--- src/rtl/el2_pkg.sv ---
// rtl/el2_pkg.sv - shared EXU types and constants for the multiply writeback buffer
package el2_pkg;

    typedef struct packed {
        logic        valid;
        logic [4:0]  rd;
        logic [31:0] data;
    } el2_mul_wb_pkt_t;

    localparam int MUL_WB_DEPTH_MIN = 2;
    localparam int MUL_WB_DEPTH_MAX = 4;

    function automatic bit mul_wb_depth_legal(input int depth);
        return (depth == MUL_WB_DEPTH_MIN) || (depth == MUL_WB_DEPTH_MAX);
    endfunction

endpackage

--- src/rtl/el2_exu_mul_wb_fifo.sv ---
// rtl/el2_exu_mul_wb_fifo.sv - entry storage, pointers and occupancy of the multiply writeback queue
module el2_exu_mul_wb_fifo
    import el2_pkg::*;
#(
    parameter  int DEPTH = 2,
    localparam int AW    = $clog2(DEPTH),
    localparam int CW    = AW + 1
) (
    input  logic                  clk,
    input  logic                  rst_l,
    input  logic                  scan_mode,
    input  logic                  wr_en,
    input  logic [4:0]            wr_rd,
    input  logic [31:0]           wr_data,
    input  logic                  rd_en,
    output el2_mul_wb_pkt_t       head,
    output logic [CW-1:0]         count,
    output logic [DEPTH-1:0]      ent_valid,
    output logic [DEPTH-1:0][4:0] ent_rd
);
    localparam logic [CW-1:0] FULL = CW'(DEPTH);
    localparam logic [CW-1:0] LAST = CW'(DEPTH - 1);

    logic [CW-1:0]          wr_ptr, rd_ptr;
    logic [CW-1:0]          wr_ptr_nxt, rd_ptr_nxt, count_nxt;
    logic                   wr_ok, rd_ok, overflow;
    logic [DEPTH-1:0][31:0] ent_data;

    function automatic logic [CW-1:0] ptr_inc(input logic [CW-1:0] p);
        return (p == LAST) ? '0 : p + CW'(1);
    endfunction

    // A pop in the same cycle frees the slot, so a push into a full queue is only lost without one.
    assign rd_ok     = rd_en & (count != '0);
    assign overflow  = wr_en & (count == FULL) & ~rd_ok;
    assign wr_ok     = wr_en & ~overflow;

    assign wr_ptr_nxt = ptr_inc(wr_ptr);
    assign rd_ptr_nxt = ptr_inc(rd_ptr);
    assign count_nxt  = count + CW'(wr_ok) - CW'(rd_ok);

    rvdffs #(.WIDTH(CW)) u_wr_ptr (.din(wr_ptr_nxt), .en(wr_ok),         .clk(clk), .rst_l(rst_l), .dout(wr_ptr));
    rvdffs #(.WIDTH(CW)) u_rd_ptr (.din(rd_ptr_nxt), .en(rd_ok),         .clk(clk), .rst_l(rst_l), .dout(rd_ptr));
    rvdffs #(.WIDTH(CW)) u_count  (.din(count_nxt),  .en(wr_ok | rd_ok), .clk(clk), .rst_l(rst_l), .dout(count));

    for (genvar i = 0; i < DEPTH; i++) begin : g_ent
        logic        we, clr;
        logic [36:0] q;

        assign we  = wr_ok & (wr_ptr[AW-1:0] == AW'(i));
        assign clr = rd_ok & (rd_ptr[AW-1:0] == AW'(i));

        // When full, wr_ptr and rd_ptr share a slot; the write keeps it valid.
        rvdffs #(.WIDTH(1)) u_valid (
            .din(we), .en(we | clr), .clk(clk), .rst_l(rst_l), .dout(ent_valid[i])
        );

        rvdffe #(.WIDTH(37)) u_data (
            .din({wr_rd, wr_data}), .en(we), .clk(clk), .rst_l(rst_l),
            .scan_mode(scan_mode), .dout(q)
        );

        assign ent_rd[i]   = q[36:32];
        assign ent_data[i] = q[31:0];
    end

    always_comb begin
        head       = '0;
        head.valid = ent_valid[rd_ptr[AW-1:0]];
        head.rd    = ent_rd[rd_ptr[AW-1:0]];
        head.data  = ent_data[rd_ptr[AW-1:0]];
    end

    a_depth_legal: assert property (@(posedge clk) mul_wb_depth_legal(DEPTH));

    a_no_overflow: assert property (@(posedge clk) disable iff (!rst_l) !overflow);

endmodule

--- src/rtl/el2_lib.sv ---
// rtl/el2_lib.sv - enable flop primitives shared across the EXU
module rvdffs #(
    parameter int WIDTH = 1
) (
    input  logic [WIDTH-1:0] din,
    input  logic             en,
    input  logic             clk,
    input  logic             rst_l,
    output logic [WIDTH-1:0] dout
);
    always_ff @(posedge clk or negedge rst_l) begin
        if (!rst_l) begin
            dout <= '0;
        end else if (en) begin
            dout <= din;
        end
    end
endmodule

// Stands in for a clock-gated flop bank; scan forces the gate open.
module rvdffe #(
    parameter int WIDTH = 1
) (
    input  logic [WIDTH-1:0] din,
    input  logic             en,
    input  logic             clk,
    input  logic             rst_l,
    input  logic             scan_mode,
    output logic [WIDTH-1:0] dout
);
    logic gate_en;

    assign gate_en = en | scan_mode;

    always_ff @(posedge clk or negedge rst_l) begin
        if (!rst_l) begin
            dout <= '0;
        end else if (gate_en) begin
            dout <= din;
        end
    end
endmodule

--- src/rtl/el2_exu_mul_wb.sv ---
// rtl/el2_exu_mul_wb.sv - multiply writeback buffer; RV_MUL_WB_BYPASS_EN enables same-cycle bypass
module el2_exu_mul_wb
    import el2_pkg::*;
#(
    parameter int DEPTH = 2
) (
    input  logic        clk,
    input  logic        rst_l,
    input  logic        scan_mode,
    input  logic        mul_valid_x,
    input  logic [4:0]  mul_rd_x,
    input  logic [31:0] mul_result_x,
    input  logic        flush_x,
    input  logic        wb_ready,
    output logic        wb_valid,
    output logic [4:0]  wb_rd,
    output logic [31:0] wb_data,
    output logic        mul_stall,
    input  logic [4:0]  chk_addr,
    output logic        chk_hit
);
    localparam int            AW   = $clog2(DEPTH);
    localparam int            CW   = AW + 1;
    localparam logic [CW-1:0] FULL = CW'(DEPTH);

    el2_mul_wb_pkt_t          head;
    logic [CW-1:0]            count, count_nxt;
    logic [DEPTH-1:0]         ent_valid;
    logic [DEPTH-1:0][4:0]    ent_rd;
    logic                     push, pop, push_store, pop_store, bypass, hit_store;

    assign push = mul_valid_x & ~flush_x & (mul_rd_x != 5'd0);

`ifdef RV_MUL_WB_BYPASS_EN
    assign bypass = push & (count == '0);
`else
    assign bypass = 1'b0;
`endif

    always_comb begin
        wb_valid = 1'b0;
        wb_rd    = '0;
        wb_data  = '0;
        if (bypass) begin
            wb_valid = 1'b1;
            wb_rd    = mul_rd_x;
            wb_data  = mul_result_x;
        end else if (head.valid) begin
            wb_valid = 1'b1;
            wb_rd    = head.rd;
            wb_data  = head.data;
        end
    end

    // A bypassed result that is granted immediately never touches storage.
    assign pop        = wb_valid & wb_ready;
    assign pop_store  = pop & ~bypass;
    assign push_store = push & ~(bypass & wb_ready);

    assign count_nxt = count + CW'(push_store) - CW'(pop_store);
    assign mul_stall = (count_nxt >= FULL) | (count == FULL);

    always_comb begin
        hit_store = 1'b0;
        for (int i = 0; i < DEPTH; i++) begin
            hit_store = hit_store | (ent_valid[i] & (ent_rd[i] == chk_addr));
        end
    end

    assign chk_hit = (chk_addr != 5'd0) & (hit_store | (bypass & (mul_rd_x == chk_addr)));

    el2_exu_mul_wb_fifo #(.DEPTH(DEPTH)) u_fifo (
        .clk       (clk),
        .rst_l     (rst_l),
        .scan_mode (scan_mode),
        .wr_en     (push_store),
        .wr_rd     (mul_rd_x),
        .wr_data   (mul_result_x),
        .rd_en     (pop_store),
        .head      (head),
        .count     (count),
        .ent_valid (ent_valid),
        .ent_rd    (ent_rd)
    );

endmodule

--- config.mk ---
export PLATFORM = sky130hd
export DESIGN_NAME = el2_exu_mul_wb
export DESIGN_NICKNAME = d
export VERILOG_FILES = /design/src/rtl/el2_pkg.sv /design/src/rtl/el2_exu_mul_wb_fifo.sv /design/src/rtl/el2_lib.sv /design/src/rtl/el2_exu_mul_wb.sv
export SDC_FILE = /design/constraint.sdc
export NUM_CORES = 1
export LEC_CHECK = 0
export CAP_MARGIN = 25
export CORE_MARGIN = 4
export CORE_UTILIZATION = 26
export CTS_CLUSTER_DIAMETER = 120
export DETAILED_ROUTE_END_ITERATION = 16
export PLACE_DENSITY_LB_ADDON = 0.2
export SLEW_MARGIN = 10
export SYNTH_ARGS = -nofsm -noshare
export SYNTH_HDL_FRONTEND = slang
export SYNTH_SLANG_ARGS = --single-unit
export TNS_END_PERCENT = 100
--- constraint.sdc ---
create_clock -name clk -period 3.1 [get_ports clk]
set_input_delay 0.62 -clock clk [delete_from_list [all_inputs] [get_ports clk]]
set_output_delay 0.62 -clock clk [all_outputs]
set_load 0.01 [all_outputs]
* Word level (Yosys, flattened, before mapping)
Index checks and enable logic that the tools add are counted.
** Word-level totals
- Flip-flop bits (word level) :: 82
- Output and inout port bits :: 40
- Word-level logic and storage cells :: 60
** Operators by class
- Add/subtract/negate cells :: 6
- $lt $le $gt $ge :: 2
- Equal/unequal tests :: 5
- Multiplexer cells :: 11
- Bitwise gates (word level) :: 26
- Reduce and logical (&&, ||, !) cells :: 3
** Operators by type and width (count)
- 32-bit two-way mux :: 3
- 5-bit two-way mux :: 3
- 1-bit AND :: 14
- 5-bit equality test :: 2
- 5-bit nonzero test :: 2
- 1-bit OR :: 7
- 1-bit NOT :: 5
- 2-bit by 1-bit adder with 2-bit output :: 2
- 2-bit by 1-bit adder with 2-bit output, second input constant :: 2
- 2-bit by 1-bit equality test with 1-bit output, second input constant :: 2
- 2-bit two-way mux :: 2
- 2-bit by 1-bit subtractor with 2-bit output :: 2
- 1-bit two-way mux :: 3
- 2-bit equality test, second input constant :: 1
- 2-bit greater-or-equal comparator, second input constant :: 1
- 1-bit by 2-bit < comparator with 1-bit output, second input constant :: 1
- 2-bit nonzero test :: 1

* Longest topological paths before layout
Gate-level depths: netlist (run 1).
- Depth after elaboration :: 11
- Depth in mapped cells :: 11
- Depth with buffers taken out :: 10

* Cells and area by module
From an unflattened synthesis (run 1), not the netlist that was laid out.
** Second synthesis, totals
- Cell total of the unflattened synthesis :: 311
- Area total of the unflattened synthesis :: 4485.6 um2
** By module, submodules not included
- rvdffe :: instances 2, cells an instance 78, area each 1535.2 um2, sequential area each 925.9 um2
- el2_exu_mul_wb_fifo :: instances 1, cells an instance 68, area each 661.9 um2, sequential area each 0.0 um2
- el2_exu_mul_wb :: instances 1, cells an instance 71, area each 455.4 um2, sequential area each 0.0 um2
- rvdffs at u_fifo.u_count ... :: instances 3, cells an instance 4, area each 72.6 um2, sequential area each 50.0 um2
- rvdffs at u_fifo.g_ent[0].u_valid ... :: instances 2, cells an instance 2, area each 40.0 um2, sequential area each 25.0 um2

* Least setup slack after synthesis (run 1)
No wires, ideal clock.
- Kind :: register to output
- Start point :: register u_fifo.u_rd_ptr.dout[0]
- End point :: output mul_stall
- Arrival time :: 1940 ps
- Path slack :: 540 ps
- Stages on the path, launching flop included :: 9
- Buffers on the path :: 1
- Path through :: dfrtp_1 > buf_2 > mux2i_4 > inv_2 > and2_1 > ha_1 > a211oi_1 > xor2_1 > mux2_2
** On the way
- Longest elaborated chain between the ends :: 7
** Ends and longest elaborated chain
- start: declaration :: line el2_lib.sv:9 : output logic [WIDTH-1:0] dout
- start signal: assignment :: line el2_lib.sv:15 : dout <= din;
- 1-bit two-way mux (not written as such) (2 in series) :: line el2_exu_mul_wb_fifo.sv:69 : head.valid = ent_valid[rd_ptr[AW-1:0]];
- 1-bit two-way mux :: line el2_exu_mul_wb.sv:48 : end else if (head.valid) begin
- via wb_valid :: line el2_exu_mul_wb.sv:15 : output logic wb_valid,
- 1-bit AND :: line el2_exu_mul_wb.sv:56 : assign pop = wb_valid & wb_ready;
- 2-bit by 1-bit subtractor with 2-bit output :: line el2_exu_mul_wb.sv:60 : assign count_nxt = count + CW'(push_store) - CW'(pop_store);
- 2-bit greater-or-equal comparator :: line el2_exu_mul_wb.sv:61 : assign mul_stall = (count_nxt >= FULL) | (count == FULL);
- 1-bit OR :: line el2_exu_mul_wb.sv:61
- end: declaration :: line el2_exu_mul_wb.sv:18 : output logic mul_stall,
The timed path passes the listed nets, and every way through them passes these cells. The select of a mux whose other input is x is not followed.

* Worst setup path after layout (run 1)
- Start point :: input wb_ready
- End point :: output mul_stall
** On the way
- Longest elaborated chain between the ends :: 4
** Ends and longest elaborated chain
- start: declaration :: line el2_exu_mul_wb.sv:14 : input logic wb_ready,
- 1-bit AND :: line el2_exu_mul_wb.sv:56
- 2-bit by 1-bit subtractor with 2-bit output :: line el2_exu_mul_wb.sv:60
- 2-bit greater-or-equal comparator :: line el2_exu_mul_wb.sv:61
- 1-bit OR :: line el2_exu_mul_wb.sv:61
Every way passes these cells.

==> reports/qor.txt, run 1 <==
outcome = finished, final reports clean
input/output buffers = 87
Pins Over Slew Limit = 0
syn_area_per_cell = 12.96 um2
most common cell after layout, fill and taps aside = clkdlybuf4s50_1
FF+latch count, synth = 80
via density per instance = 4.471
first-pass GRT wire length = 14.61 mm
Net Count, Synth = 351
simple-gate share of the synthesized area = 6.115%
Synth Area in Adders = 0.9656%
Synth cell types = 31
Net Sw Frac = 22.91%
die width = 130.3 um
CP max-delay cell = clkdlybuf4s50_1
Routed Antenna Nets = 0
CTS Root Cell = clkbuf_16
Initial Utilization = 26.65%
via count = 2647
P_sw = 586.8 uW
n_diodes = 0
post-route core utilization = 36.91%
worst skew pair latency = 0.33 ns
CTS Sinks = 80
Syn. warnings = 0
Least-Margin Pin Slew = 0.7375 ns
DR pass1 iterations = 4
Synth Cell Area = 0.003887 mm2
final setup fails = 0
XOR/XNOR Fraction of Synth Area = 3.154%
worst hold path class = input port to asynchronous set/reset pin
most frequent cells in the layout = clkdlybuf4s50_1 (84), dfrtp_1 (79), mux2_2 (73)
initial antenna violation count = 0
GP Congestion = 0.7442
Die H = 130.3 um
post-route DRC violation count = 0
Placed Cells = 576
Clock Path Buffers = 2
GRT Total Usage = 11.27%
Setup crit start kind = input port
main combinational cell family by area after synthesis = multiplexers
initial drt markers = 74
Worst Setup Path Type = input port to output port
CTS buffer count = 9
crit-path cells = clkdlybuf4s50_1 -> and2_1 -> ha_1 -> a211oi_2 -> xor2_1 -> mux2_2 -> clkbuf_2
compound-gate portion of the synthesized area = 3.025%
worst path bufs/invs = 2
CTS tree = built
Req. time, crit path = 2.48 ns
WL per Instance = 15.25 um
clk slew on worst S/H paths = 0.06 ns
final WL = 9.028 mm
gr ovfl total = 0
Pleak = 2.115 nW
# IOs = 88
vias in the first global route = 2897
CP endpoint kind = output port
RSZ-0062 raised after global routing = false
Tmin final = 2.962 ns
critical path arrival = 2.34 ns
power share of the clock group = 42.1%
Setup WS post-layout = 0.1381 ns
Seq pwr share = 46.5%
post-cts hold buffer count = 0
Crit Path Max Fanout = 2
Worst VDD drop = 0.0002692 V
Combinational Power Share = 11.5%
maxcap violations = 0
core area = 0.01459 mm2
largest delay contributor family on the critical path = buffers and inverters
clock skew = 0.006529 ns
post-CTS setup buffers = 0
final worst-path cycle share = 95.55%
final hold vios = 0
relative slew slack = 50.83%
synthesized netlist cell count = 300
largest net degree at the start of global routing = 49
Die ar. = 0.01697 mm2
DP Wirelength = 6.148 mm
row cnt = 44
area grow syn2layout = 38.53%
CTS H-tree depth = 3
layout cells sized above 1 = 28.68%
final cell count without fillers = 592
nets = 454
pre-CTS setup slack = -0.2190 ns
multiplexer share of the synthesized area = 32.12%
FMAX = 0.3376 GHz
sequential area share after synthesis = 51.50%
slowest stage delay, CP = 0.42 ns
Int Power = 1.975 mW
Power Density = 475.7 mW/mm2
-- stage by stage --
stage | TNS (ns) | total power, mW | cell area [um2] | hold slack, ns
2_1_floorplan | 0 | 1.365 | 3887 | 0.3244
3_3_place_gp | -0.2169 | 1.499 | 5072 | 0.4744
3_5_place_dp | -0.2190 | 1.512 | 5072 | 0.4918
4_1_cts | 0 | 2.619 | 5383 | 0.2241
5_1_grt | 0 | 2.711 | 5385 | 0.2423
6_report | 0 | 2.562 | 5385 | 0.2239
-- power by group through the flow --
stage	clock network [mW]	logic [mW]	registers (mW)
floorplan	0	0.168	1.20
detailed placement	0	0.301	1.21
CTS	1.13	0.302	1.19
global route	1.18	0.328	1.20
global placement	0	0.294	1.21
finish	1.08	0.294	1.19
-- worst reg2reg max path, cell delays in order (launching register included) --
cell	delay, ns
dfrtp_2	0.39
mux2i_4	0.24
inv_2	0.05
buf_4	0.14
a211o_1	0.38
nand2_1	0.13
ha_1	0.23
ha_1	0.21
nor4_1	0.26
nand4_1	0.13
o2111ai_1	0.12
xnor2_1	0.14
-- registers in the layout, indices dropped and copies added, names as in the netlist --
| register | count |
|---|---|
| u_fifo.g_ent.u_data.dout | 74 |
| u_fifo.g_ent.u_valid.dout | 2 |
| u_fifo.u_count.dout | 2 |
| u_fifo.u_rd_ptr.dout | 1 |
| u_fifo.u_wr_ptr.dout | 1 |
-- repair_timing --
action	in CTS	in global routing
setup endpoints to repair	1	2
gates cloned	0	0
hold endpoints to repair	0	0
gates resized for setup	2	4
pin swaps	0	4
-- layout make-up --
type | instances | area (um2)
clock buffer | 11 | 242.7
clock inverter | 5 | 63.81
sequential | 80 | 2003
fill | 1417 | 9204
inverter | 5 | 18.77
timing repair buffer | 107 | 1054
multi-input combinational | 200 | 1773
tap | 184 | 230.2
-- cells by family after synthesis --
logic type                 Yosys count
adders and majority gates            3
buffers and inverters               20
DFF                                 80
and+or+nand+nor                     56
xor gates and xnor gates            14
AOI/OAI and AO/OA                   13
muxes                              114
-- path summary, 6_finish.rpt --
check	startpoint	endpoint	slack (ns)	cells past startpoint
min in group clk	u_fifo.g_ent[0].u_data.dout[5]	u_fifo.g_ent[0].u_data.dout[5]	0.50	1
max in group asynchronous	rst_l	u_fifo.g_ent[1].u_data.dout[14]	2.25	2
hold / removal	rst_l	u_fifo.g_ent[0].u_data.dout[10]	0.22	1
hold reg to reg	u_fifo.g_ent[0].u_data.dout[5]	u_fifo.g_ent[0].u_data.dout[5]	0.50	1
setup reg to reg	u_fifo.u_rd_ptr.dout[0]	u_fifo.u_count.dout[1]	0.62	11
setup / recovery	wb_ready	mul_stall	0.14	7
-- synth_stat cells --
cell       instances  area share [%]
nor2_1            41             4.0
or4_1              1            0.19
and2_1             1            0.16
xnor2_1            4            0.90
o2111ai_1          1            0.23
buf_2              1            0.13
mux2i_4            1            0.58
clkbuf_1           5            0.48
inv_1              4            0.39
a211o_1            2            0.45
nand2b_1           2            0.32
nand3_1            2            0.26
mux2_1             3            0.87
mux2i_1           37             9.5
nand4_1            2            0.32
o2bb2ai_1          1            0.23
a211oi_1           1            0.19
a31oi_4            2             1.1
a21oi_1            2            0.26
buf_6              6             1.7
nand2_1            3            0.29
dfrtp_1           80              51
mux2_2            73              21
xor2_1            10             2.3
nor4_1             3            0.48
o21a_1             1            0.19
buf_1              3            0.29
nor3_1             1            0.13
inv_2              1           0.096
o21ai_0            3            0.39
ha_1               3            0.97
-- metal layers --
layer / routed length [um] / vias up / part of all wire [%] / track usage [%]
met5: 0 / - / 0 / 0
met4: 184 / 0 / 2.0 / 5.134
met3: 379 / 13 / 4.2 / 2.906
met2: 4449 / 51 / 49 / 18.77
met1: 4014 / 1320 / 44 / 13.69
li1: - / 1263 / - / -
No activity file was read; power rests on OpenSTA's default activity.
==> run 2: changes to the inputs <==
--- a/config.mk
+++ b/config.mk
@@ -7,10 +7,12 @@
 export LEC_CHECK = 0
 export CAP_MARGIN = 25
 export CORE_MARGIN = 4
-export CORE_UTILIZATION = 26
+export CORE_UTILIZATION = 45
 export CTS_CLUSTER_DIAMETER = 120
 export DETAILED_ROUTE_END_ITERATION = 16
 export PLACE_DENSITY_LB_ADDON = 0.2
+export REMOVE_ABC_BUFFERS = 1
+export SKIP_LAST_GASP = 1
 export SLEW_MARGIN = 10
 export SYNTH_ARGS = -nofsm -noshare
 export SYNTH_HDL_FRONTEND = slang
==> run 2 against run 1 <==
  * Sequential cell count did not move
  * Power fell by 13%
  * Highest routed layer unchanged
  * Global-route usage rose by 5.8 points
  * Design area fell by 3.4%
  * Largest power group unchanged
  * Cell count fell by 13%
  * Count of clock-buffer cells in the layout did not move
  * Non-clock buffer count did not move
  * Clock power fell by 30%
  * Hold slack got worse by 0.0028 ns
  * Sequential share of layout area rose by 1.3 points
  * Die area fell by 40%
  * Critical endpoint unchanged
==> reports/qor.txt, run 2 (synthesis results as in run 1) <==
outcome = finished, final reports clean
GP Congestion = 0.8034
layout cells sized above 1 = 28.68%
post-cts hold buffer count = 0
power share of the clock group = 33.6%
most frequent cells in the layout = clkdlybuf4s50_1 (84), dfrtp_1 (79), mux2_2 (73)
number of cells on the worst reg-to-reg path = 11
P_sw = 519.7 uW
Power Density = 430.1 mW/mm2
relative slew slack = 51.73%
Initial Utilization = 46.84%
DR pass1 iterations = 4
RSZ-0062 raised after global routing = false
row cnt = 33
core area = 0.008299 mm2
# IOs = 88
Die H = 100.9 um
FMAX = 0.3435 GHz
Tmin final = 2.911 ns
CTS Root Cell = clkbuf_8
Req. time, crit path = 2.48 ns
final hold vios = 0
DP Wirelength = 5.295 mm
CTS tree = built
design area = 0.005200 mm2
worst skew pair latency = 0.34 ns
CTS Sinks = 80
n_diodes = 0
critical path arrival = 2.29 ns
nets = 454
final worst-path cycle share = 93.90%
most common cell after layout, fill and taps aside = clkdlybuf4s50_1
clk slew on worst S/H paths = 0.08 ns
Largest register FFs = 74
final WL = 8.070 mm
Net Sw Frac = 23.24%
Clock Path Buffers = 2
area grow syn2layout = 33.76%
die width = 100.9 um
gr ovfl total = 0
CP endpoint kind = output port
biggest regs = u_fifo.g_ent.u_data.dout: 74 flops, u_fifo.g_ent.u_valid.dout: 2 flops, u_fifo.u_count.dout: 2 flops
Int Power = 1.717 mW
Die ar. = 0.01019 mm2
Pleak = 2.075 nW
Pins Over Slew Limit = 0
input/output buffers = 87
maxcap violations = 0
initial drt markers = 63
setup_tns = 0 ns
via count = 2636
Top reg by flops = u_fifo.g_ent.u_data.dout
Worst Setup Path Type = flip-flop to output port
initial antenna violation count = 0
Routed Antenna Nets = 0
WL per Instance = 15.73 um
Least-Margin Pin Slew = 0.7240 ns
Crit Path Max Fanout = 2
Combinational Power Share = 13.2%
flop2flop setup slack = 0.55 ns
Worst VDD drop = 0.0003127 V
Post-DP Area = 0.004951 mm2
first-pass GRT wire length = 13.54 mm
via density per instance = 5.138
clock skew = 0.009132 ns
Setup crit start kind = flip-flop
worst hold path class = input port to asynchronous set/reset pin
CTS H-tree depth = 3
final setup fails = 0
Seq pwr share = 53.2%
vias in the first global route = 2861
largest net degree at the start of global routing = 81
GRT Total Usage = 17.09%
Layout fillers = 703
CTS buffer count = 9
post-route DRC violation count = 0
-- run 2: cell types whose count changed in the layout (fill, tap and decap cells not counted), sizes merged --
cell    change
buf         +1
clkbuf      -1
clkinv      +1
inv         -1
-- run 2: layer usage --
layer	vias to the layer above	GRT usage [%]	routed length (um)	part of all wire, %
li1	1259	-	-	-
met4	0	6.442	99	1.2
met1	1300	22.74	3679	46
met2	69	27.39	3822	47
met5	-	0	0	0
met3	8	3.737	468	5.8
-- run 2: final timing paths --
path,start,to
setup reg to reg,u_fifo.u_rd_ptr.dout[0],u_fifo.u_count.dout[1]
max in group asynchronous,rst_l,u_fifo.u_rd_ptr.dout[0]
hold / removal,rst_l,u_fifo.g_ent[0].u_data.dout[18]
setup / recovery,u_fifo.u_rd_ptr.dout[0],mul_stall
min in group clk,u_fifo.g_ent[1].u_data.dout[6],u_fifo.g_ent[1].u_data.dout[6]
hold reg to reg,u_fifo.g_ent[1].u_data.dout[6],u_fifo.g_ent[1].u_data.dout[6]
-- run 2: final cells by class --
| cell class | instances | area (um2) | share of cell area [%] |
|---|---|---|---|
| clock buffer | 11 | 141.4 | 2.719 |
| clock inverter | 5 | 56.30 | 1.083 |
| inverter | 5 | 18.77 | 0.3609 |
| multi-input combinational | 200 | 1775 | 34.14 |
| sequential | 80 | 2003 | 38.52 |
| tap | 105 | 131.4 | 2.526 |
| timing repair buffer | 107 | 1074 | 20.64 |
-- run 2: power groups by stage --
| stage | Sequential (mW) | Combinational (mW) | Clock [mW] |
|---|---|---|---|
| after floorplan | 1.20 | 0.160 | 0 |
| after global placement | 1.21 | 0.286 | 0 |
| after detailed placement | 1.21 | 0.292 | 0 |
| after CTS | 1.19 | 0.294 | 0.775 |
| after global routing | 1.20 | 0.327 | 0.831 |
| final | 1.19 | 0.295 | 0.752 |
-- run 2: per-stage QoR --
stage	instances	util, %	hold slack (ns)	power (mW)	worst slack (ns)
5_1_grt	513	62.66	0.2380	2.361	0.05718
4_1_cts	511	62.20	0.4740	2.260	0.03041
2_1_floorplan	285	-	0.3244	1.356	-1.219
3_3_place_gp	494	59.66	0.4741	1.491	-0.1819
6_report	513	62.66	0.2211	2.236	0.1892
3_5_place_dp	494	59.66	0.4855	1.504	-0.2140
-- run 2: repair_timing --
item / in CTS / in global routing
setup buffers: 1 / 1
setup endpoints to repair: 1 / 2
gates resized for setup: 4 / 3
hold endpoints to repair: 0 / 0
pin swaps: 2 / 3
-- run 2: worst max-delay path: stages (launching register included) --
cell and delay (ns):
dfrtp_2 0.40, mux2i_4 0.24, inv_2 0.05, and2_1 0.15
ha_1 0.28, a211oi_2 0.18, xor2_1 0.18, mux2_2 0.34
buf_2 0.14
==> run 3: changes to the inputs <==
--- a/config.mk
+++ b/config.mk
@@ -10,6 +10,7 @@
 export CORE_UTILIZATION = 45
 export CTS_CLUSTER_DIAMETER = 120
 export DETAILED_ROUTE_END_ITERATION = 16
+export HOLD_SLACK_MARGIN = 0.1
 export PLACE_DENSITY_LB_ADDON = 0.2
 export REMOVE_ABC_BUFFERS = 1
 export SKIP_LAST_GASP = 1
==> results of run 3 <==
No change in the layout: final DEF, timing and power equal those of run 2.
